[config.mk]
export PLATFORM = sky130hd
export DESIGN_NAME = adder_sequencer_flat
export DESIGN_NICKNAME = d
export VERILOG_FILES = /design/src/rtl/adder_sequencer_if.sv /design/src/rtl/adder_sequencer.sv /design/src/flat_wrapper.sv
export SDC_FILE = /design/constraint.sdc
export NUM_CORES = 1
export LEC_CHECK = 0
export BUFFER_PORTS_ARGS = -buffer_cell sky130_fd_sc_hd__buf_2
export CORE_MARGIN = 5
export CORE_UTILIZATION = 34
export CTS_CLUSTER_SIZE = 30
export DETAILED_ROUTE_END_ITERATION = 12
export PLACE_DENSITY_LB_ADDON = 0.12
export SYNTH_ARGS = -nofsm -noshare
export SYNTH_HDL_FRONTEND = slang
export SYNTH_SLANG_ARGS = --single-unit
[constraint.sdc]
create_clock -name clk -period 6.1 [get_ports clk]
set_clock_uncertainty 0.05 [all_clocks]
set_input_delay 1.22 -clock clk [delete_from_list [all_inputs] [get_ports clk]]
set_output_delay 1.22 -clock clk [all_outputs]
set_load 0.02 [all_outputs]
[src/rtl/adder_sequencer_if.sv]
// Request/response bundle between the two requesters, the consumer and adder_sequencer.
// The sequencer is the slave; whatever drives the requests and drains the responses is the master.
interface adder_sequencer_if;
   logic [1:0] reqValid;
   logic [1:0] reqReady;
   logic [1:0] reqOp0;
   logic [1:0] reqOp1;
   logic [5:0] reqA0;
   logic [5:0] reqA1;
   logic [5:0] reqB0;
   logic [5:0] reqB1;
   logic       rspValid;
   logic       rspReady;
   logic       rspId;
   logic [5:0] rspZ;
   logic       rspCarry;
   logic       rspOverflow;
   logic       busy;

   modport slave (
      input  reqValid, reqOp0, reqOp1, reqA0, reqA1, reqB0, reqB1, rspReady,
      output reqReady, rspValid, rspId, rspZ, rspCarry, rspOverflow, busy
   );

   modport master (
      output reqValid, reqOp0, reqOp1, reqA0, reqA1, reqB0, reqB1, rspReady,
      input  reqReady, rspValid, rspId, rspZ, rspCarry, rspOverflow, busy
   );
endinterface

[src/rtl/adder_sequencer.sv]
// Round-robin front end that time-shares one 6-bit ripple-carry adder across two requesters.
// It runs ADD/SUB/INC in one pass and MUL as six shift-add passes.
module adder_sequencer #(
   parameter bit MUL_ENABLE    = 1'b1,
   parameter bit PRIORITY_INIT = 1'b0
) (
   input logic               clk,
   input logic               resetN,
   adder_sequencer_if.slave  bus
);

   localparam logic [1:0] S_IDLE = 2'd0;
   localparam logic [1:0] S_EXEC = 2'd1;
   localparam logic [1:0] S_MUL  = 2'd2;
   localparam logic [1:0] S_RESP = 2'd3;

   localparam logic [1:0] OP_ADD = 2'd0;
   localparam logic [1:0] OP_SUB = 2'd1;
   localparam logic [1:0] OP_MUL = 2'd2;
   localparam logic [1:0] OP_INC = 2'd3;

   logic [1:0] r_state;
   logic       r_lastGrant;
   logic [1:0] r_op;
   logic [5:0] r_a;
   logic [5:0] r_b;
   logic       r_id;
   logic [5:0] r_acc;
   logic       r_lost;
   logic [2:0] r_cnt;
   logic       r_rspValid;
   logic [5:0] r_rspZ;
   logic       r_rspCarry;
   logic       r_rspOverflow;

   logic [1:0] w_grant;
   logic [1:0] w_reqReady;
   logic       w_accept;
   logic       w_acceptId;
   logic [1:0] w_selOp;
   logic [5:0] w_selA;
   logic [5:0] w_selB;
   logic [5:0] w_addA;
   logic [5:0] w_addB;
   logic       w_addCin;
   logic [6:0] w_carry;
   logic [5:0] w_sum;
   logic       w_cout;
   logic       w_ovf;
   logic [5:0] w_mulAcc;
   logic       w_mulLost;

   // r_lastGrant names the requester served last, so a tie goes to the other one.
   always_comb begin
      w_grant = 2'b00;
      case (bus.reqValid)
         2'b01:   w_grant = 2'b01;
         2'b10:   w_grant = 2'b10;
         2'b11:   w_grant = r_lastGrant ? 2'b01 : 2'b10;
         default: w_grant = 2'b00;
      endcase
   end

   assign w_reqReady = ((r_state == S_IDLE) && resetN) ? w_grant : 2'b00;
   assign w_accept   = |w_reqReady;
   assign w_acceptId = w_reqReady[1];
   assign w_selOp    = w_acceptId ? bus.reqOp1 : bus.reqOp0;
   assign w_selA     = w_acceptId ? bus.reqA1  : bus.reqA0;
   assign w_selB     = w_acceptId ? bus.reqB1  : bus.reqB0;

   // During MUL the operand registers double as multiplicand (r_a) and multiplier (r_b).
   always_comb begin
      w_addA   = r_a;
      w_addB   = r_b;
      w_addCin = 1'b0;
      if (r_state == S_MUL) begin
         w_addA = r_acc;
         w_addB = r_a;
      end else begin
         case (r_op)
            OP_SUB: begin
               w_addB   = ~r_b;
               w_addCin = 1'b1;
            end
            OP_INC: begin
               w_addB   = 6'd0;
               w_addCin = 1'b1;
            end
            default: begin
               w_addB   = r_b;
               w_addCin = 1'b0;
            end
         endcase
      end
   end

   always_comb begin
      w_carry    = 7'd0;
      w_sum      = 6'd0;
      w_carry[0] = w_addCin;
      for (int i = 0; i < 6; i++) begin
         w_sum[i]     = w_addA[i] ^ w_addB[i] ^ w_carry[i];
         w_carry[i+1] = (w_addA[i] & w_addB[i]) | (w_addA[i] & w_carry[i]) | (w_addB[i] & w_carry[i]);
      end
   end

   assign w_cout = w_carry[6];
   assign w_ovf  = w_carry[6] ^ w_carry[5];

   // A set multiplicand MSB about to be shifted out still matters if any multiplier bit remains.
   assign w_mulAcc  = r_b[0] ? w_sum : r_acc;
   assign w_mulLost = r_lost | (r_b[0] & w_cout) | (r_a[5] & (r_b[5:1] != 5'd0));

   always_ff @(posedge clk or negedge resetN) begin
      if (!resetN) begin
         r_state       <= S_IDLE;
         r_lastGrant   <= ~PRIORITY_INIT;
         r_op          <= OP_ADD;
         r_a           <= 6'd0;
         r_b           <= 6'd0;
         r_id          <= 1'b0;
         r_acc         <= 6'd0;
         r_lost        <= 1'b0;
         r_cnt         <= 3'd0;
         r_rspValid    <= 1'b0;
         r_rspZ        <= 6'd0;
         r_rspCarry    <= 1'b0;
         r_rspOverflow <= 1'b0;
      end else begin
         case (r_state)
            S_IDLE: begin
               if (w_accept) begin
                  r_op        <= w_selOp;
                  r_a         <= w_selA;
                  r_b         <= w_selB;
                  r_id        <= w_acceptId;
                  r_lastGrant <= w_acceptId;
                  r_acc       <= 6'd0;
                  r_lost      <= 1'b0;
                  r_cnt       <= 3'd0;
                  r_state     <= ((w_selOp == OP_MUL) && MUL_ENABLE) ? S_MUL : S_EXEC;
               end
            end
            S_EXEC: begin
               if (r_op == OP_MUL) begin
                  r_rspZ        <= 6'd0;
                  r_rspCarry    <= 1'b0;
                  r_rspOverflow <= 1'b1;
               end else begin
                  r_rspZ        <= w_sum;
                  r_rspCarry    <= w_cout;
                  r_rspOverflow <= w_ovf;
               end
               r_rspValid <= 1'b1;
               r_state    <= S_RESP;
            end
            S_MUL: begin
               r_acc  <= w_mulAcc;
               r_lost <= w_mulLost;
               r_a    <= {r_a[4:0], 1'b0};
               r_b    <= {1'b0, r_b[5:1]};
               r_cnt  <= r_cnt + 3'd1;
               if (r_cnt == 3'd5) begin
                  r_rspZ        <= w_mulAcc;
                  r_rspCarry    <= 1'b0;
                  r_rspOverflow <= w_mulLost;
                  r_rspValid    <= 1'b1;
                  r_state       <= S_RESP;
               end
            end
            S_RESP: begin
               if (bus.rspReady) begin
                  r_rspValid <= 1'b0;
                  r_state    <= S_IDLE;
               end
            end
            default: r_state <= S_IDLE;
         endcase
      end
   end

   assign bus.reqReady    = w_reqReady;
   assign bus.rspValid    = r_rspValid;
   assign bus.rspId       = r_id;
   assign bus.rspZ        = r_rspZ;
   assign bus.rspCarry    = r_rspCarry;
   assign bus.rspOverflow = r_rspOverflow;
   assign bus.busy        = (r_state != S_IDLE);

endmodule

[src/flat_wrapper.sv]
// flat-port wrapper written by rule: the top's interface ports become plain ports
module adder_sequencer_flat 
#(
   parameter bit MUL_ENABLE    = 1'b1,
   parameter bit PRIORITY_INIT = 1'b0
)
  (clk, resetN, bus_reqValid, bus_reqOp0, bus_reqOp1, bus_reqA0, bus_reqA1, bus_reqB0, bus_reqB1, bus_rspReady, bus_reqReady, bus_rspValid, bus_rspId, bus_rspZ, bus_rspCarry, bus_rspOverflow, bus_busy);
  adder_sequencer_if bus_i ();
  input logic clk;
  input logic resetN;
  input wire logic [$bits(bus_i.reqValid)-1:0] bus_reqValid;
  input wire logic [$bits(bus_i.reqOp0)-1:0] bus_reqOp0;
  input wire logic [$bits(bus_i.reqOp1)-1:0] bus_reqOp1;
  input wire logic [$bits(bus_i.reqA0)-1:0] bus_reqA0;
  input wire logic [$bits(bus_i.reqA1)-1:0] bus_reqA1;
  input wire logic [$bits(bus_i.reqB0)-1:0] bus_reqB0;
  input wire logic [$bits(bus_i.reqB1)-1:0] bus_reqB1;
  input wire logic [$bits(bus_i.rspReady)-1:0] bus_rspReady;
  output wire logic [$bits(bus_i.reqReady)-1:0] bus_reqReady;
  output wire logic [$bits(bus_i.rspValid)-1:0] bus_rspValid;
  output wire logic [$bits(bus_i.rspId)-1:0] bus_rspId;
  output wire logic [$bits(bus_i.rspZ)-1:0] bus_rspZ;
  output wire logic [$bits(bus_i.rspCarry)-1:0] bus_rspCarry;
  output wire logic [$bits(bus_i.rspOverflow)-1:0] bus_rspOverflow;
  output wire logic [$bits(bus_i.busy)-1:0] bus_busy;
  assign bus_i.reqValid = bus_reqValid;
  assign bus_i.reqOp0 = bus_reqOp0;
  assign bus_i.reqOp1 = bus_reqOp1;
  assign bus_i.reqA0 = bus_reqA0;
  assign bus_i.reqA1 = bus_reqA1;
  assign bus_i.reqB0 = bus_reqB0;
  assign bus_i.reqB1 = bus_reqB1;
  assign bus_i.rspReady = bus_rspReady;
  assign bus_reqReady = bus_i.reqReady;
  assign bus_rspValid = bus_i.rspValid;
  assign bus_rspId = bus_i.rspId;
  assign bus_rspZ = bus_i.rspZ;
  assign bus_rspCarry = bus_i.rspCarry;
  assign bus_rspOverflow = bus_i.rspOverflow;
  assign bus_busy = bus_i.busy;
  adder_sequencer #(.MUL_ENABLE(MUL_ENABLE), .PRIORITY_INIT(PRIORITY_INIT)) u_core (.clk(clk), .resetN(resetN), .bus(bus_i));
endmodule
== Word-level counts from Yosys, hierarchy flattened ==
Cells that the tools add are included.

* $add $sub $neg: 1
* Reductions and logical operators: 14
* Bitwise logic cells: 48
* Equal/unequal tests: 14
* Muxes and demuxes: 39

{| class="wikitable"
|+ Operators with widths
! cell !! number
|-
| $mux W6 || 10
|-
| $pmux W6 S2 || 5
|-
| $and A1 B1 Y1 || 20
|-
| $eq A2 B2 Y1 const B || 7
|-
| $mux W2 || 7
|-
| $or A1 B1 Y1 || 14
|-
| $xor A1 B1 Y1 || 13
|-
| $mux W1 || 9
|-
| $pmux W2 S4 || 1
|-
| $eq A2 B1 Y1 const B || 3
|-
| $not A6 Y6 || 1
|-
| $pmux W1 S2 || 3
|-
| $pmux W2 S3 || 1
|-
| $pmux W3 S2 || 1
|-
| $reduce_and A2 Y1 || 3
|-
| $reduce_and A3 Y1 || 2
|-
| $reduce_bool A2 Y1 || 3
|-
| $reduce_bool A5 Y1 || 1
|-
| $ne A2 B2 Y1 const B || 2
|-
| $reduce_or A2 Y1 || 2
|-
| $add A3 B1 Y3 const B || 1
|-
| $eq A3 B3 Y1 const B || 1
|-
| $mux W3 || 1
|-
| $pmux W1 S3 || 1
|-
| other kinds (4) || 4
|}

* Flip-flop bits (word level): 37
* Input port bits: 33
* Logic and storage cells: 129

== Logic depth before layout (Yosys ltp) ==
Gate-level depths: netlist of run 1.

* Depth after elaboration: 27
* Mapped depth: 16
* Depth with buffers taken out: 16

== Least setup slack after synthesis of run 1 ==
No wires, ideal clock.

* Kind: flip-flop to flip-flop
* Start: register u_core.r_state[0]
* End: register u_core.r_rspZ[5], in the netlist u_core.bus.rspZ[5]
* Slack: 1,746 ps
* Required time: 5,927 ps
* Path buffers: 2
* Arrival: 4,180 ps
* Setup time: 123 ps
* Stages on the path, launching flop included: 17
* Path through: dfrtp_1 -> inv_1 -> ha_1 -> buf_2 -> clkbuf_1 -> mux2i_1 -> fa_1 -> fa_1 -> fa_1 -> fa_1 -> fa_1 -> inv_1 -> fa_1 -> nand2_1 -> nand2_1 -> a22oi_1 -> o21ai_1

* Longest elaborated chain between the ends: 21

{| class="wikitable"
|+ Ends and longest elaborated chain
! element !! RTL line !! source
|-
| start: declaration || adder_sequencer.sv:22 || <nowiki>logic [1:0] r_state;</nowiki>
|-
| start signal: assignment || adder_sequencer.sv:141 || <nowiki>r_state <= ((w_selOp == OP_MUL) && MUL_ENABLE) ? S_MUL : S_EXEC;</nowiki>
|-
| $eq A2 B2 Y1 || adder_sequencer.sv:76, adder_sequencer.sv:130 ||
|-
| $mux W6 or $mux W1 (tied branches) || adder_sequencer.sv:76 || <nowiki>if (r_state == S_MUL) begin</nowiki>
|-
| $and A1 B1 Y1 || adder_sequencer.sv:103 || <nowiki>w_carry[i+1] = (w_addA[i] & w_addB[i]) | (w_addA[i] & w_carry[i]) | (w_addB[i] & w_carry[i]);</nowiki>
|-
| $or A1 B1 Y1 (2 in a row) || adder_sequencer.sv:103 ||
|-
| $and A1 B1 Y1 || adder_sequencer.sv:103 ||
|-
| $or A1 B1 Y1 (2 in a row) || adder_sequencer.sv:103 ||
|-
| $and A1 B1 Y1 || adder_sequencer.sv:103 ||
|-
| $or A1 B1 Y1 (2 in a row) || adder_sequencer.sv:103 ||
|-
| $and A1 B1 Y1 || adder_sequencer.sv:103 ||
|-
| $or A1 B1 Y1 (2 in a row) || adder_sequencer.sv:103 ||
|-
| $and A1 B1 Y1 || adder_sequencer.sv:103 ||
|-
| $or A1 B1 Y1 (2 in a row) || adder_sequencer.sv:103 ||
|-
| $xor A1 B1 Y1 || adder_sequencer.sv:102 || <nowiki>w_sum[i] = w_addA[i] ^ w_addB[i] ^ w_carry[i];</nowiki>
|-
| $mux W6 || adder_sequencer.sv:111 || <nowiki>assign w_mulAcc = r_b[0] ? w_sum : r_acc;</nowiki>
|-
| $mux W6 || adder_sequencer.sv:163 || <nowiki>if (r_cnt == 3'd5) begin</nowiki>
|-
| $pmux W6 S2 || adder_sequencer.sv:130 || <nowiki>case (r_state)</nowiki>
|-
| end signal: assignment || adder_sequencer.sv:150 || <nowiki>r_rspZ <= w_sum;</nowiki>
|-
| end signal: assignment || adder_sequencer.sv:164 || <nowiki>r_rspZ <= w_mulAcc;</nowiki>
|-
| end: declaration || adder_sequencer.sv:32 || <nowiki>logic [5:0] r_rspZ;</nowiki>
|}

Several ways; a longest one is shown, not always the timed one. The select of a mux whose other input is x is not followed.
A chain may end at the register's enable or synchronous reset.

== Worst setup path after layout of run 1 ==
Same ends and word-level chain as after synthesis.

==> results of run 1 <==
==> layout make-up <==
cell class	count	area (um2)
Fill cell	755	4360
Multi-Input combinational cell	185	1390
Sequential cell	37	927
Timing Repair Buffer	47	240
Tap cell	99	124
Clock buffer	8	80.1
Inverter	15	61.3
==> report_power, final <==
group / leakage, nW / internal (mW) / total [mW] / switching [mW]
registers: 0.469 / 0.352 / 0.453 / 0.100
clock network: 0.0395 / 0.0813 / 0.166 / 0.0851
logic: 0.738 / 0.450 / 1.01 / 0.561
total: 1.25 / 0.884 / 1.63 / 0.746
==> layer usage <==
metal  vias up  GRT usage, %  share of wire, %
li1        988             -                 -
met1       911          18.9                50
met2        45          21.3                44
met3         5          2.84               4.8
met4         0          3.97              0.96
met5         -             0                 0
==> layout by cell type (no fill, tap or decap), types with 2 or more instances in the layout <==
cell type,n
nand2_1,35
nor2b_1,4
clkbuf_8,5
dfrtp_1,36
clkbuf_1,3
a21o_1,4
a2bb2oi_1,5
nand2b_1,5
nor3_1,8
a22o_1,6
nor2_1,7
buf_4,2
o31ai_1,3
o21ai_0,8
mux2_2,2
o21ai_1,14
o22ai_1,6
o41ai_2,4
ha_1,6
buf_2,45
o211ai_1,6
a21oi_1,8
inv_1,13
nand3_1,5
mux2i_1,22
fa_1,6
==> Yosys cell counts (all sizes together) (2+ instances only) <==
master	number
a21o	4
a21oi	8
a22o	6
a22oi	2
a2bb2oi	5
and2	2
buf	8
clkbuf	4
dfrtp	36
fa	6
ha	6
inv	15
mux2	3
mux2i	22
nand2	35
nand2b	5
nand3	6
nor2	7
nor2b	4
nor3	8
o211ai	6
o21ai	23
o221ai	2
o22ai	7
o31ai	3
o41ai	4
==> through the flow <==
| step | utilization [%] | setup slack (ps) | std cells |
|---|---|---|---|
| detailed placement | 38.2 | 1650 | 383 |
| global placement | 38.2 | 1720 | 383 |
| finish | 39.3 | 1600 | 391 |
| CTS | 39.3 | 1610 | 391 |
| floorplan | - | 1750 | 249 |
| global route | 39.3 | 1360 | 391 |
==> sequential cells by signal (all words and copies together), names as in the netlist <==
| name | count |
|---|---|
| u_core.bus.rspZ | 6 |
| u_core.r_a | 6 |
| u_core.r_acc | 6 |
| u_core.r_b | 6 |
| u_core.r_cnt | 3 |
| u_core.r_op | 2 |
| u_core.r_state | 2 |
| u_core.bus.rspCarry | 1 |
| u_core.bus.rspId | 1 |
| u_core.bus.rspOverflow | 1 |
| u_core.bus.rspValid | 1 |
| u_core.r_lastGrant | 1 |
| u_core.r_lost | 1 |
==> worst reg2reg max path: stages, from the launching register on <==
cell	delay, ps
dfrtp_1	400
inv_1	130
ha_1	220
buf_4	410
mux2i_1	190
fa_1	450
fa_1	390
fa_1	390
fa_1	390
fa_1	410
inv_1	90
fa_1	420
nand2_1	100
nand2_1	70
a22oi_1	200
o21ai_1	80
==> how the worst max path moves through the flow <==
stage                                   from                              to  slack (ps)  cells past startpoint
6_report       u_core.r_state[0]$_DFFE_PN0P_  u_core.bus.rspZ[5]$_DFFE_PN0P_        1600                     15
5_1_grt        u_core.r_state[0]$_DFFE_PN0P_  u_core.bus.rspZ[5]$_DFFE_PN0P_        1360                     15
4_1_cts        u_core.r_state[0]$_DFFE_PN0P_  u_core.bus.rspZ[5]$_DFFE_PN0P_        1610                     15
3_5_place_dp   u_core.r_state[0]$_DFFE_PN0P_  u_core.bus.rspZ[5]$_DFFE_PN0P_        1650                     15
3_3_place_gp   u_core.r_state[0]$_DFFE_PN0P_  u_core.bus.rspZ[5]$_DFFE_PN0P_        1720                     15
2_1_floorplan  u_core.r_state[0]$_DFFE_PN0P_  u_core.bus.rspZ[5]$_DFFE_PN0P_        1750                     16
==> kinds of logic (layout without fill, tap and decap cells) <==
logic type,Yosys count,after routing
and+or+nand+nor,69,69
xor gates and xnor gates,1,1
AOI/OAI and AO/OA,78,78
muxes,25,25
DFF,37,37
adders and majority gates,12,12
buffers and inverters,27,70
==> summary.md, run 1 <==
| Metric | Value |
|---|---|
| Status | completed |
| Synth area leaders | dfrtp_1 (36%), mux2i_1 (8.9%), nand2_1 (5.3%) |
| Synth Flop Type | dfrtp_1 |
| Post-detailed-route count of antenna-violating nets | 0 |
| Final GP Congestion | about 0.81 |
| Startpoint types | register |
| Worst slew margin | 46.5% |
| Setup violators final | 0 |
| Hpwl dp | approximately 4.2 mm |
| Slew @ Worst Pin | approximately 800 ps |
| # DRC | 0 |
| CP required | approximately 6200 ps |
| Max-cap viol count | 0 |
| Data arrival, critical path | 4600 ps |
| XOR/XNOR share of the synthesized area | 0.354% |
| Area Overhead vs Synth | 14.0% |
| Crit path buf inv count | 3 |
| Placed cell areas | 2740 um2 |
| R2r setup slk | 1600 ps |
| TritonCTS clock tree | done |
| Crit Path Class | reg -> reg |
| CP Cell Sequence | inv_1, ha_1, buf_4, mux2i_1, fa_1, fa_1, fa_1, fa_1, fa_1, inv_1, fa_1, nand2_1, nand2_1, a22oi_1, o21ai_1 |
| Clock root buffer | clkbuf_8 |
| RSZ-0062 raised after global routing | false |
| P_leak | 1.25 nW |
| Clock Pin Slew Worst Setup and Hold Paths | 70 ps |
| Post-synthesis sequential area ratio | 37.5% |
| Final Critical Period | between 4000 and 5000 ps |
| DR WL/cell | 14.4 um |
| Fin. max-slew vios | 0 |
| Cell area after synthesis | 2470 um2 |
| GRT Overall Usage | ~14% |
| Inserted Clock Buffers | 5 |
| Largest family of logic cells by synthesized area | compound AO/OA/AOI/OAI gates |
| Die Y | between 90 and 100 um |
| Vias post-DR | 1949 |
| Yosys reg bits | 37 |
| FP Rows | 31 |
| Die W | 95.3 um |
| Hold_ws | 427 ps |
| Ys Warns | 0 |
| Final TNS setup | 0 ps |
| Global-route wire length before repair | 9.72 mm |
| Simple-gate area share of the yosys netlist | 13.2% |
| Largest net degree at the start of global routing | 43 |
| Area leader, netlist | dfrtp_1 |
| Crit-path max FO | 38 |
| Syn_nets | 294 |
| Crit end category | register |
| Post-Synth Adder-Cell Area | 7.89% |
| Worst Hold End | u_core.bus.rspZ[4]$_DFFE_PN0P_ |
| R2R Path End | u_core.bus.rspZ[5]$_DFFE_PN0P_ |
| Post-synth ARST share | 100% |
| Slowest stage delay, CP | 450 ps |
| Post-CTS Setup Inserts | 0 |
| DRT iter0 DRCs | 58 |
| Synth cell types | 51 |
| Post_cts resized | 0 |
| Crit path max-delay family | adder cells |
| Total core area | roughly 7200 um2 |
| Pwr/cell area | 578 nW/um2 |
| H-Tree Depth | 2 |
| CTS sink count | 37 |
| Layout cells sized above 1 | 23.6% |
| Top cell type's share of synthesized area | between 30% and 40% |
| Peak supply drop | 127 uV |
| Reg2Reg Launch Point | u_core.r_state[0]$_DFFE_PN0P_ |
| Number of antenna diodes | 0 |
| Vias per cell | 4.98 |
| Post-Syn Instances | 249 |
| Reg2Reg Depth | 15 |
| FMAX | 222 MHz |
| Die area | 9080 um2 |
| Vias in the first global route | 1954 |
| Total grt overflow | 0 |
| Critical path's slowest cell | fa_1 |
| Final Hold Fails | 0 |
| Design Area, Final | 2820 um2 |
| Routed WL | 5.62 mm |
| # port buffers | 45 |
| Clock Latency Late Sink | 290 ps |
| DR pass1 iterations | 4 |
| CTS Buffer Depth | 2 |
| Mux share of post-synthesis cell area | between 10% and 20% |
| Crit path top cell by count | fa_1 |
| EDFF count, synth | 0 |
| Hold Crit Depth | 2 |
| Final Cycle Share | about three quarters |
| NumNets Final | 336 |
| Compound-Gate Fraction of Synth Area | 24.4% |
| Hold buffer count at cts | 0 |
| Worst Hold Launch | u_core.bus.rspZ[4]$_DFFE_PN0P_ |
| # IOs | 46 |
| Initial Util | 34.5% |
| Syn_area_per_cell | 9.93 um2 |
| Hold/Removal Path Class | reg -> reg |
| Overall power | roughly 1.6 mW |
| Initial antenna violation count | 0 |
No activity file was read; power rests on OpenSTA's default activity.
==> run 2: changes to the inputs <==
clock period = 4.48 ns   (was 6.1 ns; I/O delays follow)
==> run 2 against run 1 <==
- sequential cell count stayed put
- routed wire length is 4.9% higher
- total power is 40% higher
- hold slack worse by 3.5 ps
- first-iteration DRC count is 24% higher
- cell count is 2.0% higher
- via count is 1.5% higher
- fmax is 7.5% higher
- worst setup slack worse by 1300 ps
- count of clock-buffer cells in the layout is 2 lower
- clock power is 39% higher
- highest routed layer unchanged
- die area stayed put
==> summary.md, run 2 (same netlist as run 1, synthesis figures left out) <==
| Metric | Value |
|---|---|
| Status | completed |
| Clock root buffer | clkbuf_8 |
| Crit-path max FO | 6 (-84%) |
| Initial Util | 34.5% (unchanged) |
| Largest net degree at the start of global routing | 27 (-37%) |
| Clock Latency Late Sink | 290 ps (about the same) |
| Final setup margin | 295 ps (-1310 ps) |
| Layout cells sized above 1 | 26.7% (+3.0 points) |
| Final GP Congestion | 0.796 (-1.6%) |
| Hpwl dp | 4.54 mm (+8.8%) |
| Final Cycle Share | 93.4% (+20 points) |
| Clock Pin Slew Worst Setup and Hold Paths | 80 ps (about the same) |
| Global-route wire length before repair | 10.2 mm (+5.3%) |
| Startpoint types | register |
| CTS Buffer Depth | 2 (unchanged) |
| Routed WL | 5.89 mm (+4.9%) |
| Finished Layout Cells | 399 (+2.0%) |
| FILL cells | 736 (-2.5%) |
| Data arrival, critical path | 4290 ps (-310 ps) |
| Total core area | 7180 um2 (unchanged) |
| Hold/Removal Path Class | reg -> reg |
| TritonCTS clock tree | done |
| Final TNS setup | 0 ps (unchanged) |
| Crit end category | register |
| # DRC | 0 (unchanged) |
| DRT iter0 DRCs | 72 (+24%) |
| Worst slew margin | 46.4% (-0.15 points) |
| Vias post-DR | 1978 (+1.5%) |
| Max-cap viol count | 0 (unchanged) |
| Pwr/cell area | 792 nW/um2 (+37%) |
| Die Y | 95.3 um (unchanged) |
| Peak supply drop | 168 uV (+32%) |
| Slew @ Worst Pin | 804 ps (+2.20 ps) |
| H-Tree Depth | 2 (unchanged) |
| CTS sink count | 37 (unchanged) |
| CP required | 4590 ps (-1610 ps) |
| RSZ-0062 raised after global routing | false |
| Vias in the first global route | 2066 (+5.7%) |
| DR pass1 iterations | 4 (unchanged) |
| Commonest non-fill, non-tap cell in the layout | buf_2 |
| GRT Overall Usage | 14.4% (+0.83 points) |
| # port buffers | 45 (unchanged) |
| Inserted Clock Buffers | 5 (unchanged) |
| P_leak | 1.29 nW (+3.4%) |
| Final Hold Fails | 0 (unchanged) |
| Die W | 95.3 um (unchanged) |
| NumNets Final | 344 (+2.4%) |
| Crit Path Class | reg -> reg |
| Die area | 9080 um2 (unchanged) |
| Vias per cell | 4.96 (-0.55%) |
| Fin. max-slew vios | 0 (unchanged) |
| Total grt overflow | 0 (unchanged) |
| Hold buffer count at cts | 0 (unchanged) |
| Post-Place Cells | 388 (+1.3%) |
| Final Critical Period | 4190 ps (-315 ps) |
| Post-detailed-route count of antenna-violating nets | 0 (unchanged) |
| Setup violators final | 0 (unchanged) |
| FMAX | 239 MHz (+7.5%) |
| FP Rows | 31 (unchanged) |
| Area Overhead vs Synth | 16.6% |
| DP Worst Slack | 209 ps (-1440 ps) |
| Initial antenna violation count | 0 (unchanged) |
| DR WL/cell | 14.8 um (+2.8%) |
| Number of antenna diodes | 0 (unchanged) |
| # IOs | 46 (unchanged) |
| R2r setup slk | 290 ps (-1310 ps) |
| Register Area | 927 um2 (unchanged) |
| Commonest cells after routing, fill and taps aside | buf_2 (45), dfrtp_1 (36), nand2_1 (35) |
| Multi-input gate area | 1390 um2 (+0.18%) |
==> run 2: area by class of cell <==
class / count / area share (%)
clock buffers: 6 / 2.52
inverters: 15 / 2.12
repair buffers: 55 / 10.4
clock inverters: 2 / 0.347
flip-flops and latches: 37 / 32.1
well taps: 99 / 4.29
multi-input cells: 185 / 48.2
==> run 2: stage by stage <==
| stage | cell area, um2 | hold WS (ps) | power [mW] | utilization [%] |
|---|---|---|---|---|
| 2_1_floorplan | 2470 | 420 | 1.74 | - |
| 3_3_place_gp | 2780 | 408 | 2.04 | 38.7 |
| 3_5_place_dp | 2780 | 415 | 2.06 | 38.7 |
| 4_1_cts | 2860 | 433 | 2.30 | 39.9 |
| 5_1_grt | 2890 | 453 | 2.52 | 40.2 |
| 6_report | 2890 | 423 | 2.28 | 40.2 |
==> run 2: what timing repair did <==
item                       CTS  global route
gates resized for setup      0             1
setup buffers                0             3
setup endpoints to repair    0             1
==> run 2: power by group <==
group / total, mW / switching [mW] / internal, mW / leakage (nW)
Sequential: 0.590 / 0.110 / 0.480 / 0.469
Combinational: 1.46 / 0.811 / 0.652 / 0.775
Clock: 0.231 / 0.123 / 0.108 / 0.0450
Total: 2.28 / 1.04 / 1.24 / 1.29
==> run 2: worst max-delay path, stage by stage (launching register included) <==
cell     delay (ps)
dfrtp_1         400
inv_1           110
ha_2            240
buf_4           170
mux2i_1         110
fa_1            450
fa_1            390
fa_1            400
fa_1            400
fa_1            420
inv_1            90
fa_1            420
nand2_1         100
nand2_1          60
a22oi_1         170
o21ai_1          70
==> run 2: worst paths after layout <==
path / startpoint / end / cells after the start
worst max-delay path: u_core.r_state[0]$_DFFE_PN0P_ / u_core.bus.rspZ[5]$_DFFE_PN0P_ / 15
min in group asynchronous: resetN / u_core.r_lost$_DFFE_PN0P_ / 1
max in group asynchronous: resetN / u_core.r_lastGrant$_DFFE_PN1P_ / 2
worst min register to register: u_core.bus.rspZ[0]$_DFFE_PN0P_ / u_core.bus.rspZ[0]$_DFFE_PN0P_ / 2
worst max register to register: u_core.r_state[0]$_DFFE_PN0P_ / u_core.bus.rspZ[5]$_DFFE_PN0P_ / 15
worst min-delay path: u_core.bus.rspZ[0]$_DFFE_PN0P_ / u_core.bus.rspZ[0]$_DFFE_PN0P_ / 2
==> run 2: per-layer routing <==
layer	wire [um]	GRT usage, %	vias up
met5	0	0	-
met4	44	3.25	0
met3	280	2.84	4
met2	2610	22.9	40
met1	2950	20.3	930
li1	-	-	1004
